### src/rtl/hps_spi_bridge.sv
// SPI slave bridge: oversamples an HPS-driven SPI bus in the sys_clk domain
// and exchanges DW-bit words with host logic through tx/rx word ports.
module hps_spi_bridge #(
  parameter int unsigned DW   = 16,
  parameter int unsigned MODE = 0,
  parameter int unsigned SYNC = 2,
  parameter int unsigned CNTW = 8
) (
  input  logic            sys_clk,
  input  logic            reset_n,
  input  logic            spi_clk,
  input  logic            spi_cs,
  input  logic            spi_mosi,
  output logic            spi_miso,
  input  logic [DW-1:0]   tx_data,
  output logic            tx_ack,
  output logic [DW-1:0]   rx_data,
  output logic            rx_valid,
  output logic [CNTW-1:0] word_cnt,
  output logic            active
);

  localparam int unsigned BW = $clog2(DW);
  localparam bit CPOL        = ((MODE >> 1) & 1) == 1;
  localparam bit CPHA        = (MODE & 1) == 1;
  localparam bit SAMPLE_RISE = (CPOL == CPHA);

  typedef enum logic {S_IDLE = 1'b0, S_SHIFT = 1'b1} state_t;

  state_t          r_state;
  state_t          w_state_nxt;
  logic [SYNC-1:0] r_clk_sync;
  logic [SYNC-1:0] r_cs_sync;
  logic [SYNC-1:0] r_mosi_sync;
  logic [SYNC-1:0] r_init;
  logic            r_clk_prev;
  logic            r_cs_prev;
  logic [BW-1:0]   r_bit_cnt;
  logic [DW-1:0]   r_tx_sr;
  logic [DW-1:0]   r_rx_sr;

  logic w_clk_s;
  logic w_cs_s;
  logic w_mosi_s;
  logic w_init_done;
  logic w_rise;
  logic w_fall;
  logic w_sample_edge;
  logic w_shift_edge;
  logic w_cs_fall;
  logic w_start;
  logic w_sample;
  logic w_shift;
  logic w_leave;
  logic w_last;

  // Input synchronisers; r_init marks when the chains hold real pin values
  always_ff @(posedge sys_clk or negedge reset_n) begin
    if (!reset_n) begin
      r_clk_sync  <= '0;
      r_cs_sync   <= '1;
      r_mosi_sync <= '0;
      r_init      <= '0;
    end else begin
      r_clk_sync  <= {r_clk_sync[SYNC-2:0], spi_clk};
      r_cs_sync   <= {r_cs_sync[SYNC-2:0], spi_cs};
      r_mosi_sync <= {r_mosi_sync[SYNC-2:0], spi_mosi};
      r_init      <= {r_init[SYNC-2:0], 1'b1};
    end
  end

  assign w_clk_s     = r_clk_sync[SYNC-1];
  assign w_cs_s      = r_cs_sync[SYNC-1];
  assign w_mosi_s    = r_mosi_sync[SYNC-1];
  assign w_init_done = r_init[SYNC-1];

  // cs history is held low until the chain is valid, so a select that is
  // already low out of reset is never mistaken for a fresh falling edge
  always_ff @(posedge sys_clk or negedge reset_n) begin
    if (!reset_n) begin
      r_clk_prev <= 1'b0;
      r_cs_prev  <= 1'b0;
    end else begin
      r_clk_prev <= w_clk_s;
      r_cs_prev  <= w_init_done & w_cs_s;
    end
  end

  assign w_rise        = w_clk_s & ~r_clk_prev;
  assign w_fall        = ~w_clk_s & r_clk_prev;
  assign w_sample_edge = SAMPLE_RISE ? w_rise : w_fall;
  assign w_shift_edge  = SAMPLE_RISE ? w_fall : w_rise;
  assign w_cs_fall     = r_cs_prev & ~w_cs_s;

  always_ff @(posedge sys_clk or negedge reset_n) begin
    if (!reset_n) r_state <= S_IDLE;
    else          r_state <= w_state_nxt;
  end

  always_comb begin
    w_state_nxt = r_state;
    case (r_state)
      S_IDLE:  if (w_cs_fall) w_state_nxt = S_SHIFT;
      S_SHIFT: if (w_cs_s)    w_state_nxt = S_IDLE;
      default: w_state_nxt = S_IDLE;
    endcase
  end

  // Per-state datapath controls
  always_comb begin
    w_start  = 1'b0;
    w_sample = 1'b0;
    w_shift  = 1'b0;
    w_leave  = 1'b0;
    w_last   = 1'b0;
    case (r_state)
      S_IDLE: w_start = w_cs_fall;
      S_SHIFT: begin
        w_sample = w_sample_edge;
        w_shift  = w_shift_edge & ~w_cs_s;
        w_leave  = w_cs_s;
        w_last   = w_sample_edge && (r_bit_cnt == BW'(DW - 1));
      end
      default: ;
    endcase
  end

  always_ff @(posedge sys_clk or negedge reset_n) begin
    if (!reset_n) begin
      spi_miso  <= 1'b0;
      tx_ack    <= 1'b0;
      rx_data   <= '0;
      rx_valid  <= 1'b0;
      word_cnt  <= '0;
      active    <= 1'b0;
      r_bit_cnt <= '0;
      r_tx_sr   <= '0;
      r_rx_sr   <= '0;
    end else begin
      tx_ack   <= 1'b0;
      rx_valid <= 1'b0;
      active   <= (w_state_nxt == S_SHIFT);

      if (w_start) begin
        r_bit_cnt <= '0;
        word_cnt  <= '1;
        tx_ack    <= 1'b1;
        if (CPHA) begin
          r_tx_sr <= tx_data;
        end else begin
          r_tx_sr  <= {tx_data[DW-2:0], 1'b0};
          spi_miso <= tx_data[DW-1];
        end
      end

      if (w_sample) begin
        r_rx_sr <= {r_rx_sr[DW-2:0], w_mosi_s};
        if (w_last) begin
          r_bit_cnt <= '0;
          rx_data   <= {r_rx_sr[DW-2:0], w_mosi_s};
          rx_valid  <= 1'b1;
          word_cnt  <= word_cnt + CNTW'(1);
          // No reload when the word completes on the deselect itself
          if (!w_cs_s) begin
            r_tx_sr <= tx_data;
            tx_ack  <= 1'b1;
          end
        end else begin
          r_bit_cnt <= r_bit_cnt + BW'(1);
        end
      end

      if (w_leave && !w_last) r_bit_cnt <= '0;

      if (w_shift) begin
        spi_miso <= r_tx_sr[DW-1];
        r_tx_sr  <= {r_tx_sr[DW-2:0], 1'b0};
      end

      if (w_leave) spi_miso <= 1'b0;
    end
  end

endmodule
### config.mk
export PLATFORM = sky130hd
export DESIGN_NAME = hps_spi_bridge
export DESIGN_NICKNAME = d
export VERILOG_FILES = /design/src/rtl/hps_spi_bridge.sv
export SDC_FILE = /design/constraint.sdc
export NUM_CORES = 1
export LEC_CHECK = 0
export ABC_AREA = 1
export CORE_AREA = 2 2 94 96
export DETAILED_ROUTE_END_ITERATION = 7
export DIE_AREA = 0 0 96 98
export GPL_ROUTABILITY_DRIVEN = 0
export PLACE_DENSITY = 0.73
export RECOVER_POWER = 50
export SYNTH_ARGS = -nofsm -noshare
export SYNTH_HDL_FRONTEND = slang
export SYNTH_SLANG_ARGS = --single-unit
### constraint.sdc
create_clock -name sys_clk -period 1.35 [get_ports sys_clk]
set_input_delay 0.135 -clock sys_clk [delete_from_list [all_inputs] [get_ports sys_clk]]
set_output_delay 0.135 -clock sys_clk [all_outputs]
set_load 0.03 [all_outputs]
==> results.tsv, run 1 <==
stage	metric	value	unit
placed_design	pre-CTS WS	-0.169	ns
layout	most common cell after layout, fill and taps aside	nand2_1	
critical_path	Setup crit start kind	flop	
layout	Util after Layout	53.3	%
layout	Reg area	1830	µm²
global_routing	largest net degree at the start of global routing	74	
yosys	Syn Inst Count	421	
placed_design	Post-Place Cells	581	
routing	total wire length	7860	µm
die	Initial Util	40.2	%
yosys	Post-Synth Adder-Cell Area	0.734	%
routing	1st-pass router iterations	5	
sta	Fmax	0.656	GHz
die	Core ar.	8470	µm²
yosys	post-synth cell types	27	
layout	Filler cells	745	
layout	Synth-to-Final Area Change	32.5	%
yosys	mux cell area share after synthesis	0	%
cts	Num CTS Buffers	9	
yosys	XOR/XNOR Fraction of Synth Area	0	%
layout	nets	514	
power	Cell Pwr Density	1080	nW/µm²
global_routing	initial antenna violation count	0	
routing	Remaining DRCs	0	
sta	Final setup viols	42	
routing	Antenna Nets Post-Route	0	
die	Die Ht	98	µm
critical_path	Crit. End Element	flop	
power	Leakage	2.33	nW
die	IO Pins	49	
placed_design	IO Port Bufs	48	
hold_path	Hold Crit Class	primary input to flop	
job	max-cap violation count	0	
power	worst vdd ir	0.000585	V
cts	clk slew on worst S/H paths	0.08	ns
sta	Final Critical Period	1.52	ns
die	Die X	96	µm
sta	count of final hold-check violations	0	
sta	fin crit share	113	%
yosys	Yosys top cell area share	52.1	%
layout	layout cells sized above 1	18.1	%
status	failing checks	setup timing	
yosys	post-synthesis simple-gate area fraction	27.8	%
critical_path	critical path type	flop to flop	
critical_path	Worst Path Max Fanout	8	
cts	clk_lat worst skew	0.35	ns
yosys	sequential-to-total area share from yosys stat	53.7	%
sta	worst slew pin tran	0.647	ns
yosys	Avg Cell Area, Syn	8.09	µm²
placed_design	dpl hpwl	4830	µm
critical_path	Critical Path AT	1.76	ns
cts	Clk Tree Root Cell	clkbuf_8	
yosys	Synth Register Bits	73	
sta	relative slew slack	56.9	%
layout	Inserted Diodes	0	
yosys	largest family of logic cells by synthesized area	simple AND/OR/NAND/NOR gates	
layout	commonest non-fill, non-tap cells in the layout	nand2_1 (138), dfrtp_1 (70), inv_1 (60)	
global_routing	gr usage total	17.6	%
status	status	finished with violations	
cts	Clock Sinks	73	
yosys	Post-Syn Area	3410	µm²
routing	number of vias per cell	4.88	
sta	clk_skew	0.0164	ns
global_routing	first-pass GRT wire length	13100	µm
routing	WL/cell	13.0	µm
yosys	post-synthesis compound-gate area fraction	7.64	%
layout	area taken by multi-input logic gates	1380	µm²
sta	Final Max Slew Viols	0	
global_routing	GRT overflow	0	
global_routing	vias in the first global route	2942	
die	die area	9410	µm²
cts	H-Tree Depth	3	
sta	Final WS setup	-0.174	ns
routing	Vias	2945	
power	Pwr Total	4.88	mW
yosys	syn nets	444	
yosys	Yosys Warn Count	0	
yosys	leading area contributor after synthesis	dfrtp_1	
die	row count	34	
cts	clk buf depth	2	
sta	RSZ-0062 raised after global routing	true	
routing	DRT iter0 DRCs	231	
critical_path	WP data required	1.59	ns
yosys	top post-synthesis cells by area	dfrtp_1 (52%), nand2_1 (16%), nand3_1 (7.8%)	
layout	Post-Layout Cell Count	604	
cts	CTS tree	done	
state kept, by name (all words and copies together), names as in the netlist:
register / flops
r_init: 2
r_clk_prev: 1
tx_ack: 1
rx_data: 16
r_clk_sync: 2
r_rx_sr: 15
r_cs_sync: 2
r_cs_prev: 1
spi_miso: 1
word_cnt: 8
active: 1
r_mosi_sync: 2
rx_valid: 1
r_bit_cnt: 4
r_tx_sr: 16
what timing repair did:
| item | CTS | global route |
|---|---|---|
| setup endpoints to repair | 70 | 49 |
| gates resized for setup | 39 | 32 |
| hold buffers | 1 | 0 |
| endpoints found under the hold margin | 71 | 0 |
| setup buffers | 3 | 2 |
| gates cloned | 0 | 1 |
| pin swaps | 3 | 25 |
logic make-up after synthesis:
family	Yosys count
AOI/OAI and AO/OA	50
adders and majority gates	2
buffers and inverters	81
DFF	73
other	1
and+or+nand+nor	214
metal layers:
| metal | part of all wire (%) | track usage (%) | wire length, µm | up-vias |
|---|---|---|---|---|
| li1 | - | - | - | 1460 |
| met1 | 44 | 23.5 | 3450 | 1393 |
| met2 | 50 | 26.9 | 3910 | 77 |
| met3 | 4.4 | 3.01 | 347 | 15 |
| met4 | 2.0 | 10.0 | 160 | 0 |
| met5 | 0 | 0 | 0 | - |
power by group:
group,switching [mW],internal (mW)
Sequential,0.0926,2.35
Clock,0.846,0.918
Combinational,0.393,0.281
Total,1.33,3.55
area by class of cell:
class                      instances  share of cell area, %
timing repair buffer              76                   16.1
clock buffer                      11                   3.13
clock inverter                     5                   1.41
multi-input combinational        267                   30.5
tap                              108                   2.99
sequential                        73                   40.5
inverter                          64                   5.32
path summary, 6_finish.rpt:
| kind | start | endpoint | slack [ns] | depth (start not counted) |
|---|---|---|---|---|
| max | r_bit_cnt[0] | r_tx_sr[10] | -0.17 | 8 |
| min | spi_cs | r_cs_sync[0] | 0.33 | 1 |
| min in group asynchronous | reset_n | rx_data[6] | 0.46 | 3 |
| max in group asynchronous | reset_n | active | 0.41 | 3 |
| min reg2reg | r_mosi_sync[0] | r_mosi_sync[1] | 0.36 | 0 |
| max reg2reg | r_bit_cnt[0] | r_tx_sr[10] | -0.17 | 8 |
Yosys cell counts (all sizes together):
cell    count
nand2     143
nand4       5
or2         1
inv        64
nand3b      1
clkbuf      4
dfstp       2
conb        1
a21oi       3
nor3        1
o31ai       1
buf        13
dfrtp      71
ha          2
nor2        6
o21ai      45
nand3      57
o21a        1
per-stage QoR:
stage	TNS [ns]	hold WS [ns]	area, µm²
6_report	-3.62	0.329	4520
5_1_grt	-7.37	0.327	4520
4_1_cts	-1.17	0.179	4370
3_5_place_dp	-4.31	0.197	4140
3_3_place_gp	-1.34	0.191	4140
2_1_floorplan	-0.0161	-0.161	3410
worst max-delay path: stages (launching register included):
cell	delay (ns)
dfrtp_1	0.37
ha_2	0.22
nand3_4	0.10
buf_6	0.14
nor2_4	0.20
buf_12	0.16
nand3_1	0.08
nand3_1	0.08
nand2_1	0.05
Note: power is estimated with default switching activity, not from simulation.
==> run 2, diff against run 1 <==
- SKIP_CTS_REPAIR_TIMING: default -> 1
==> results.tsv, run 2 (synthesis gave the netlist of run 1 again) <==
stage	metric	value	unit
power	worst vdd ir	0.000593	V
sta	RSZ-0062 raised after global routing	true	
critical_path	critical path type	flop to flop	
status	failing checks	setup timing	
layout	most common cell after layout, fill and taps aside	nand2_1	
hold_path	Hold Crit Class	primary input to flop	
global_routing	gr usage total	17.2	%
sta	Final Critical Period	1.52	ns
sta	clk_skew	0.0155	ns
routing	Remaining DRCs	0	
routing	Antenna Nets Post-Route	0	
sta	count of final hold-check violations	0	
routing	WL/cell	14.4	µm
routing	DRT iter0 DRCs	298	
layout	layout cells sized above 1	26.5	%
status	status	finished with violations	
routing	1st-pass router iterations	4	
die	Initial Util	40.2	%
layout	Synth-to-Final Area Change	46.9	%
die	Die Ht	98	µm
critical_path	Setup crit start kind	flop	
cts	Clk Tree Root Cell	clkbuf_8	
placed_design	IO Port Bufs	48	
cts	clk_lat worst skew	0.35	ns
routing	total wire length	8860	µm
die	Core ar.	8470	µm²
global_routing	first-pass GRT wire length	12800	µm
cts	clk buf depth	2	
power	Cell Pwr Density	990	nW/µm²
global_routing	GRT met3 Usage	3.01	%
die	IO Pins	49	
job	max-cap violation count	0	
layout	Reg area	1830	µm²
power	Leakage	2.71	nW
sta	fin crit share	112	%
layout	commonest non-fill, non-tap cells in the layout	nand2_1 (127), dfrtp_1 (69), inv_1 (59)	
critical_path	WP data required	1.60	ns
sta	Final setup viols	35	
placed_design	dpl hpwl	4830	µm
power	Pwr Total	4.95	mW
layout	Post-Layout Cell Count	614	
die	die area	9410	µm²
cts	clk slew on worst S/H paths	0.08	ns
critical_path	Crit. End Element	flop	
sta	Fmax	0.660	GHz
layout	Util after Layout	59.1	%
global_routing	vias in the first global route	2899	
placed_design	pre-CTS WS	-0.169	ns
global_routing	met1 GRT Util	23.0	%
layout	area taken by multi-input logic gates	1630	µm²
layout	Regs by FF count	r_tx_sr: 16 flops, rx_data: 16 flops, r_rx_sr: 15 flops	
sta	Final WS setup	-0.165	ns
sta	worst slew pin tran	0.657	ns
layout	Filler cells	636	
sta	relative slew slack	56.2	%
global_routing	GRT overflow	0	
cts	H-Tree Depth	3	
cts	CTS tree	done	
global_routing	largest net degree at the start of global routing	74	
global_routing	initial antenna violation count	0	
die	row count	34	
global_routing	busiest layer in global routing	met2	
layout	nets	524	
cts	Num CTS Buffers	9	
placed_design	Post-Place Cells	581	
routing	Vias	3105	
sta	Final Max Slew Viols	0	
critical_path	Worst Path Max Fanout	8	
cts	Clock Sinks	73	
die	Die X	96	µm
critical_path	Critical Path AT	1.76	ns
layout	Inserted Diodes	0	
global_routing	met2 Usage GRT	26.1	%
routing	number of vias per cell	5.06	
## run 2: changes by cell type in the layout (fill, tap and decap cells not counted), sizes merged
cell           previous run  this run
buf                      27        33
clkbuf                   16        15
clkdlybuf4s15             1         0
clkinv                    2         3
dlygate4sd2              23         0
dlymetal6s2s              0        27
inv                      65        64
nand2                   143       144
nand3                    57        58
## run 2: stage by stage
stage	cell area (µm²)	TNS (ns)	hold WS, ns
after CTS	4340	-10.32	-0.193
after floorplan	3410	-0.0161	-0.161
after global placement	4140	-1.34	0.191
after global routing	5010	-5.74	0.328
final	5010	-2.92	0.330
after detailed placement	4140	-4.31	0.197
## run 2: layer usage
layer  wire length [µm]  part of all wire [%]  up-vias
met5                  0                     0        -
met4                243                   2.7        0
met3                479                   5.4       23
met2               4450                    50      104
met1               3680                    42     1484
li1                   -                     -     1494
## run 2: worst paths after layout
| check | from | to | slack, ns | depth (start not counted) |
|---|---|---|---|---|
| worst max-delay path | r_bit_cnt[1] | r_tx_sr[5] | -0.17 | 8 |
| worst min-delay path | spi_cs | r_cs_sync[0] | 0.33 | 1 |
| worst max register to register | r_bit_cnt[1] | r_tx_sr[5] | -0.17 | 8 |
| worst min register to register | r_mosi_sync[0] | r_mosi_sync[1] | 0.36 | 0 |
| max in group asynchronous | reset_n | active | 0.40 | 3 |
| min in group asynchronous | reset_n | rx_data[2] | 0.45 | 3 |
## run 2: worst max-delay path: stages (launching register included)
cell,delay (ns)
dfrtp_1,0.40
ha_4,0.17
nand3_4,0.10
buf_6,0.14
nor2_4,0.18
clkbuf_16,0.22
nand3_2,0.08
nand3_2,0.07
nand2_1,0.05
## run 2: layout make-up
cell class / instances / area share [%]
sequential: 73 / 36.6
clock inverter: 5 / 1.27
clock buffer: 11 / 2.82
tap: 108 / 2.70
timing repair buffer: 84 / 18.9
inverter: 64 / 5.05
multi-input combinational: 269 / 32.6
## run 2: power breakdown
group / total [mW] / switching, mW / internal, mW / leakage [nW]
logic: 0.754 / 0.441 / 0.313 / 1.71
registers: 2.44 / 0.0922 / 2.35 / 0.901
clock network: 1.76 / 0.840 / 0.918 / 0.100
total: 4.95 / 1.37 / 3.58 / 2.71
